[src/rtl/gcd_stein.sv]
// Binary (Stein) GCD engine: shift/subtract iteration, error on zero operand.
// Optional cycle counter port enabled by defining GCD_CYCCNT_EN.
module gcd_stein #(
    parameter int unsigned WIDTH = 32,
    parameter int unsigned CNT_W = 16
) (
    input  logic             clk,
    input  logic             rst_n,
    input  logic             start,
    input  logic [WIDTH-1:0] a_in,
    input  logic [WIDTH-1:0] b_in,
    output logic             busy,
    output logic             done,
    output logic [WIDTH-1:0] result,
    output logic             error
`ifdef GCD_CYCCNT_EN
    ,
    output logic [CNT_W-1:0] cycles
`endif
);

    localparam int unsigned KW = $clog2(WIDTH) + 1;

    if (WIDTH < 2 || CNT_W < 1) begin : g_bad_params
    end

    typedef enum logic [2:0] {
        IDLE,
        STRIP,
        REDUCE,
        FINISH,
        ERR
    } state_t;

    state_t           state;
    state_t           state_n;
    logic [WIDTH-1:0] a;
    logic [WIDTH-1:0] b;
    logic [WIDTH-1:0] a_n;
    logic [WIDTH-1:0] b_n;
    logic [WIDTH-1:0] result_n;
    logic [KW-1:0]    k;
    logic [KW-1:0]    k_n;
    logic             done_n;
    logic             error_n;
    logic             zero_op;

    assign zero_op = (a_in == '0) || (b_in == '0);

    always_ff @(posedge clk or negedge rst_n) begin
        if (!rst_n) begin
            state <= IDLE;
        end else begin
            state <= state_n;
        end
    end

    always_comb begin
        state_n = state;
        unique case (state)
            IDLE:   if (start) state_n = zero_op ? ERR : STRIP;
            STRIP:  if (a[0] || b[0]) state_n = REDUCE;
            REDUCE: if (a == b) state_n = FINISH;
            FINISH: state_n = IDLE;
            ERR:    state_n = IDLE;
            default: state_n = IDLE;
        endcase
    end

    // Result/done/error are computed one edge early so they land
    // together with entry into the FINISH/ERR done cycle.
    always_comb begin
        a_n      = a;
        b_n      = b;
        k_n      = k;
        result_n = result;
        error_n  = error;
        done_n   = 1'b0;
        unique case (state)
            IDLE: begin
                if (start) begin
                    a_n = a_in;
                    b_n = b_in;
                    k_n = '0;
                    if (zero_op) begin
                        result_n = '0;
                        error_n  = 1'b1;
                        done_n   = 1'b1;
                    end
                end
            end
            STRIP: begin
                if (!a[0] && !b[0]) begin
                    a_n = a >> 1;
                    b_n = b >> 1;
                    k_n = k + 1'b1;
                end
            end
            REDUCE: begin
                if (a == b) begin
                    result_n = a << k;
                    error_n  = 1'b0;
                    done_n   = 1'b1;
                end else if (!a[0]) begin
                    a_n = a >> 1;
                end else if (!b[0]) begin
                    b_n = b >> 1;
                end else if (a > b) begin
                    a_n = a - b;
                end else begin
                    b_n = b - a;
                end
            end
            default: ;
        endcase
    end

    always_ff @(posedge clk or negedge rst_n) begin
        if (!rst_n) begin
            a      <= '0;
            b      <= '0;
            k      <= '0;
            busy   <= 1'b0;
            done   <= 1'b0;
            result <= '0;
            error  <= 1'b0;
        end else begin
            a      <= a_n;
            b      <= b_n;
            k      <= k_n;
            busy   <= (state_n != IDLE);
            done   <= done_n;
            result <= result_n;
            error  <= error_n;
        end
    end

`ifdef GCD_CYCCNT_EN
    always_ff @(posedge clk or negedge rst_n) begin
        if (!rst_n) begin
            cycles <= '0;
        end else if (state == IDLE && start) begin
            cycles <= CNT_W'(1);
        end else if ((state == STRIP || state == REDUCE) && cycles != '1) begin
            cycles <= cycles + 1'b1;
        end
    end
`endif

endmodule

[config.mk]
export PLATFORM = sky130hd
export DESIGN_NAME = gcd_stein
export DESIGN_NICKNAME = d
export VERILOG_FILES = /design/src/rtl/gcd_stein.sv
export SDC_FILE = /design/constraint.sdc
export NUM_CORES = 1
export LEC_CHECK = 0
export ABC_AREA = 0
export CAP_MARGIN = 0
export CORE_UTILIZATION = 50
export DETAILED_ROUTE_END_ITERATION = 8
export GPL_ROUTABILITY_DRIVEN = 0
export PLACE_DENSITY = 0.72
export SKIP_LAST_GASP = 1
export SYNTH_ARGS = -nofsm -noshare
export SYNTH_HDL_FRONTEND = slang
export SYNTH_SLANG_ARGS = --single-unit
[constraint.sdc]
create_clock -name clk -period 4.1 [get_ports clk]
set_clock_uncertainty 0.1 [all_clocks]
set_input_delay 1.23 -clock clk [delete_from_list [all_inputs] [get_ports clk]]
set_output_delay 1.23 -clock clk [all_outputs]
set_load 0.005 [all_outputs]
==> impl_metrics.json, run 1 <==
{
  "ys_seq_elements": 108,
  "clockBufferDepth": 2,
  "ctsResizeCount": 0,
  "power_frac_seq_pct": 51.7,
  "drc": 0,
  "critical_path.top_delay_family": "compound AO/OA/AOI/OAI gates",
  "grt_max_degree": 57,
  "power_leakage_nw": 4.86,
  "gr-total-overflow": 0,
  "routed_wl_mm": 30.4,
  "h-tree-depth": 3,
  "critPathMaxFanout": 41,
  "crit_path_top_delay_cell": "fa_1",
  "r2r_cells": 14,
  "end_kind": "flip-flop",
  "hp-start": "result[10]",
  "die_area_um2": 20200,
  "p_int_mw": 1.55,
  "setup_violations": 0,
  "initial_core_util_pct": 51.9,
  "critPathBufInv": 3,
  "antenna_found_initial": 0,
  "synth_edf_count": 0,
  "postCtsSetupRepairBufs": 0,
  "r2r_start": "a[0]",
  "clkTransAtPathRegs_ns": 0.08,
  "drt_pre_antenna_iters": 8,
  "period_needed_ns": 3.75,
  "p_total_mw": 2.06,
  "drtIter0Drc": 1248,
  "syn_to_final_growth_pct": 16.1,
  "vias": 9795,
  "holdPathEnd": "result[10]",
  "viasPerCell": 6.28,
  "startpoint_type": "flip-flop",
  "cts_tree": "yes",
  "fmax_ghz": 0.267,
  "worstMarginPinSlew_ns": 1.00,
  "p_sw_share_pct": 24.6,
  "core_area_um2": 19000,
  "ys_types": 77,
  "syn-cell-area_um2": 9830,
  "r2r_setup_slack_ns": 0.35,
  "hold_depth": 2,
  "power_frac_comb_pct": 5.5,
  "cap_violations": 0,
  "path_class": "reg -> reg",
  "root_buffer": "clkbuf_16",
  "fin_setup_tns_ns": 0,
  "holdBufCountCts": 0,
  "fin_cells": 1560,
  "dp.final_hpwl_mm": 23.8,
  "synth_ff_type": "dfrtp_1",
  "ir_drop_mv": 0.210,
  "synthCells": 1228,
  "die_w_um": 142,
  "worstPathArrival_ns": 3.89,
  "syn_area_per_cell_um2": 8.00,
  "p_per_area_nw_per_um2": 180,
  "layout-drive-gt1-share_pct": 7.69,
  "synth-async-reset-ratio_pct": 100,
  "hold_path_class": "reg -> reg",
  "outcome": "complete, no violations",
  "n_fill_cell": 1728,
  "clk_latency_ns": 0.37,
  "grt_pass1_vias": 9037,
  "worstPathCellList": "inv_1 > ha_1 > inv_1 > fa_1 > a211oi_1 > o211ai_1 > nand4b_1 > a31oi_1 > o21ai_2 > a21oi_1 > o21a_2 > buf_4 > nor2_1 > a21oi_1",
  "dp.cells": 1544,
  "yosysWarnings": 0,
  "gr-usage-all-layers_pct": 31.0,
  "placementRows": 50,
  "routedWlPerCell_um": 19.5,
  "dieHeight_um": 142,
  "diodes": 0,
  "cts_sinks": 108,
  "numCtsBuffers": 9,
  "grt_pass1_wl_mm": 48.9,
  "p_sw_uw": 506,
  "numPortBuffers": 101,
  "slowest_delay_ns": 0.43,
  "post-route-period-util_pct": 91.5,
  "syn_nets": 1363,
  "finalHoldViolations": 0,
  "finalNetCount": 1430,
  "p_clk_share_pct": 42.8,
  "maxSlewHeadroom_pct": 33.3,
  "io_pins": 102,
  "drtAntennaViolNets": 0,
  "synth_seq_area_share_pct": 27.5,
  "critical_path_required_ns": 4.24,
  "timing.final.max_slew_violations": 0,
  "reg2reg_to": "a[2]",
  "rsz0062_at_grt": "false"
}
-- area by class of cell --
| class | instances | area, µm² | area share (%) |
|---|---|---|---|
| multi-input cells | 947 | 6430 | 56.4 |
| flip-flops and latches | 108 | 2700 | 23.7 |
| repair buffers | 142 | 1340 | 11.8 |
| inverters | 87 | 327 | 2.86 |
| well taps | 260 | 325 | 2.85 |
| clock buffers | 10 | 229 | 2.01 |
| clock inverters | 6 | 53.8 | 0.471 |
-- cells by family after synthesis --
logic type                 synth area share [%]
muxes                                      6.26
DFF                                        27.5
AOI/OAI and AO/OA                          28.7
adders and majority gates                  8.81
xor gates and xnor gates                   5.08
buffers and inverters                      7.31
and+or+nand+nor                            16.3
-- metal layers --
metal	global-route usage, %	share of wire, %	up-vias
met5	0	0	-
li1	-	-	4626
met3	4.88	8.8	72
met2	48.1	44	460
met4	12.0	3.3	0
met1	43.4	44	4637
-- sequential cells by signal, indices dropped and copies added, names as in the netlist --
signal / cells
done: 1
a: 32
result: 32
state: 3
b: 32
busy: 1
k: 6
error: 1
-- Yosys cell counts (11+ instances only) --
library cell  count  share of area, %
a21o_1           22               1.7
inv_1            85               3.2
ha_1             66               8.4
mux2i_1          30               3.1
dfrtp_1         108                27
o21ai_0          98               5.0
nand2_1         152               5.8
nor3_1           11              0.56
xnor2_1          35               3.1
nor4_1           17               1.1
a31oi_1          14              0.89
xor2_1           22               2.0
a21oi_1         109               5.5
a222oi_1         51               5.2
nor2_1          103               3.9
clkbuf_1         38               1.5
mux4_2           12               2.7
nand3_1          22               1.1
o22ai_1          11              0.70
buf_2            40               2.0
a22o_1           13               1.2
nand4_1          12              0.76
-- layout by cell type, fill, tap and decap left out, types with 7 or more instances in the layout --
cell / count
nand2_1: 152
a21oi_1: 108
dfrtp_1: 107
nor2_1: 100
clkdlybuf4s50_1: 100
o21ai_0: 98
inv_1: 85
ha_1: 66
a222oi_1: 51
buf_4: 40
xnor2_1: 35
mux2i_1: 30
nand3_1: 22
xor2_1: 22
a21o_1: 21
nor4_1: 17
a31oi_1: 14
a22o_1: 13
nand4_1: 12
mux4_2: 12
o22ai_1: 11
nor3_1: 11
and2_1: 10
a211oi_1: 10
o21bai_1: 10
o21a_1: 9
clkbuf_16: 9
and3_1: 7
nor2b_1: 7
-- worst min-delay path: stages, from the launching register on --
cell and delay, ns:
dfrtp_1 0.35, nand2_1 0.05, nand2_1 0.05
-- metrics by stage --
stage                     util, %  worst slack (ns)  area (µm²)  hold WS (ns)
after CTS                    60.2             0.421       11400         0.377
after global routing         60.2            0.0365       11400         0.401
after floorplan                 -             0.747        9830         0.363
final                        60.2             0.350       11400         0.373
after global placement       58.7             0.110       11100         0.353
after detailed placement     58.7             0.110       11100         0.359
-- worst max path at each step --
stage,endpoint,from,depth (start not counted)
2_1_floorplan,a[28],a[0],14
5_1_grt,a[12],a[0],14
3_5_place_dp,result[22],b_in[28],8
4_1_cts,a[2],a[0],14
3_3_place_gp,result[22],b_in[28],8
6_report,a[2],a[0],14
-- power groups by stage --
stage	Combinational [mW]	Clock, mW	Sequential [mW]
final	0.113	0.880	1.06
after global routing	0.121	0.912	1.06
after CTS	0.113	0.886	1.06
after detailed placement	0.112	0	1.09
after global placement	0.113	0	1.09
after floorplan	0.00521	0	1.09
No activity file was read; power rests on OpenSTA's default activity.
==> run 2: changes to the inputs <==
- CORE_MARGIN: not set -> 1.5
- SETUP_SLACK_MARGIN: not set -> 0.15
- clock period: 4.1 -> 3.7 ns (I/O delays scaled with it)
==> run 2 against run 1 <==
Effect of this change:
- final cell count is 2.1% higher
- flip-flop and latch count stayed put
- die area is 1.4% higher
- critical endpoint is now b[24]
==> impl_metrics.json, run 2 (synthesis gave the netlist of run 1 again) <==
{
  "grt_pass1_wl_mm": 49.8,
  "clockBufferDepth": 2,
  "drt_pre_antenna_iters": 8,
  "grt_max_degree": 60,
  "gr-total-overflow": 0,
  "numCtsBuffers": 9,
  "hold_depth": 2,
  "drc": 0,
  "viasPerCell": 6.30,
  "root_buffer": "clkbuf_16",
  "grt_pass1_vias": 9276,
  "cts_tree": "yes",
  "finalHoldViolations": 0,
  "reg2reg_to": "b[24]",
  "vias": 10039,
  "drtAntennaViolNets": 0,
  "fin_setup_tns_ns": 0,
  "die_w_um": 143,
  "h-tree-depth": 3,
  "dp.cells": 1577,
  "placementRows": 51,
  "p_per_area_nw_per_um2": 196,
  "io_pins": 102,
  "mostFrequentLayoutCells": "nand2_1 (152), a21oi_1 (107), dfrtp_1 (107)",
  "final_common_cell": "nand2_1",
  "holdBufCountCts": 0,
  "dp.final_hpwl_mm": 24.5,
  "core_area_um2": 19400,
  "die_area_um2": 20500,
  "routedWlPerCell_um": 19.8,
  "post-route-period-util_pct": 91.8,
  "rsz0062_at_grt": "true",
  "diodes": 0,
  "hold_path_class": "reg -> reg",
  "cts_sinks": 108,
  "power_leakage_nw": 5.04,
  "maxSlewHeadroom_pct": 33.2,
  "clk_latency_ns": 0.37,
  "reg_top3": "a: 32 flops, b: 32 flops, result: 32 flops",
  "layout-drive-gt1-share_pct": 10.2,
  "r2r_setup_slack_ns": 0.30,
  "path_class": "reg -> reg",
  "period_needed_ns": 3.40,
  "end_kind": "flip-flop",
  "fin_cells": 1593,
  "holdPathEnd": "result[13]",
  "cap_violations": 0,
  "gr-usage-all-layers_pct": 31.2,
  "dieHeight_um": 143,
  "outcome": "complete, no violations",
  "fmax_ghz": 0.294,
  "startpoint_type": "flip-flop",
  "drtIter0Drc": 1017,
  "r2r_start": "a[30]",
  "hp-start": "result[13]",
  "postCtsSetupRepairBufs": 0,
  "critical_path_required_ns": 3.85,
  "numPortBuffers": 101,
  "timing.final.max_slew_violations": 0,
  "worstPathArrival_ns": 3.55,
  "holdWs_ns": 0.376,
  "syn_to_final_growth_pct": 19.6,
  "worstMarginPinSlew_ns": 1.00,
  "antenna_found_initial": 0,
  "clkTransAtPathRegs_ns": 0.08,
  "initial_core_util_pct": 50.7,
  "p_total_mw": 2.31,
  "critPathMaxFanout": 59,
  "setup_violations": 0,
  "ir_drop_mv": 0.233,
  "finalNetCount": 1458,
  "r2r_cells": 12,
  "routed_wl_mm": 31.5
}
run 2: critical path, stage by stage (launching register included):
cell	delay, ns
dfrtp_1	0.45
inv_1	0.12
ha_1	0.42
and3_1	0.29
nor3b_2	0.20
and3_1	0.20
and3_1	0.27
o22ai_4	0.34
o221ai_4	0.18
buf_12	0.20
a221o_1	0.29
o21ai_0	0.08
o31ai_1	0.10
run 2: cell type report:
type,instances,area [µm²]
clock inverter,6,53.8
multi-input combinational,947,6490
timing repair buffer,170,1600
sequential,108,2700
clock buffer,10,239
inverter,87,327
fill,1754,7650
tap,265,332
run 2: worst max path at each step:
stage                     depth (start not counted)  startpoint         to
after global placement                            9    b_in[28]  result[3]
after detailed placement                          9    b_in[28]  result[2]
after CTS                                        11       a[30]      a[31]
final                                            12       a[30]      b[24]
after global routing                             12        a[3]       a[8]
after floorplan                                  14        a[0]      a[28]
run 2: per-stage QoR:
step | setup WS, ns | cell area [µm²] | util, %
6_report | 0.302 | 11800 | 60.6
5_1_grt | 0.131 | 11800 | 60.6
4_1_cts | 0.198 | 11700 | 60.3
3_5_place_dp | -0.0942 | 11400 | 58.8
3_3_place_gp | -0.0372 | 11400 | 58.8
2_1_floorplan | 0.347 | 9830 | -
run 2: timing repair:
item | CTS | global route
endpoints found under the setup margin | 0 | 85
endpoints found under the hold margin | 0 | 0
gates resized for setup | 0 | 10
run 2: report_power, final:
| group | leakage [nW] | switching (mW) | internal, mW |
|---|---|---|---|
| logic | 3.61 | 0.0568 | 0.0704 |
| registers | 1.29 | 0 | 1.18 |
| clock network | 0.142 | 0.510 | 0.489 |
run 2: metal layers:
layer | routed length, µm | GRT usage [%] | up-vias
met2 | 14000 | 48.2 | 550
met3 | 2750 | 4.09 | 98
met5 | 0 | 0 | -
li1 | - | - | 4666
met4 | 1330 | 14.3 | 0
met1 | 13500 | 43.3 | 4725
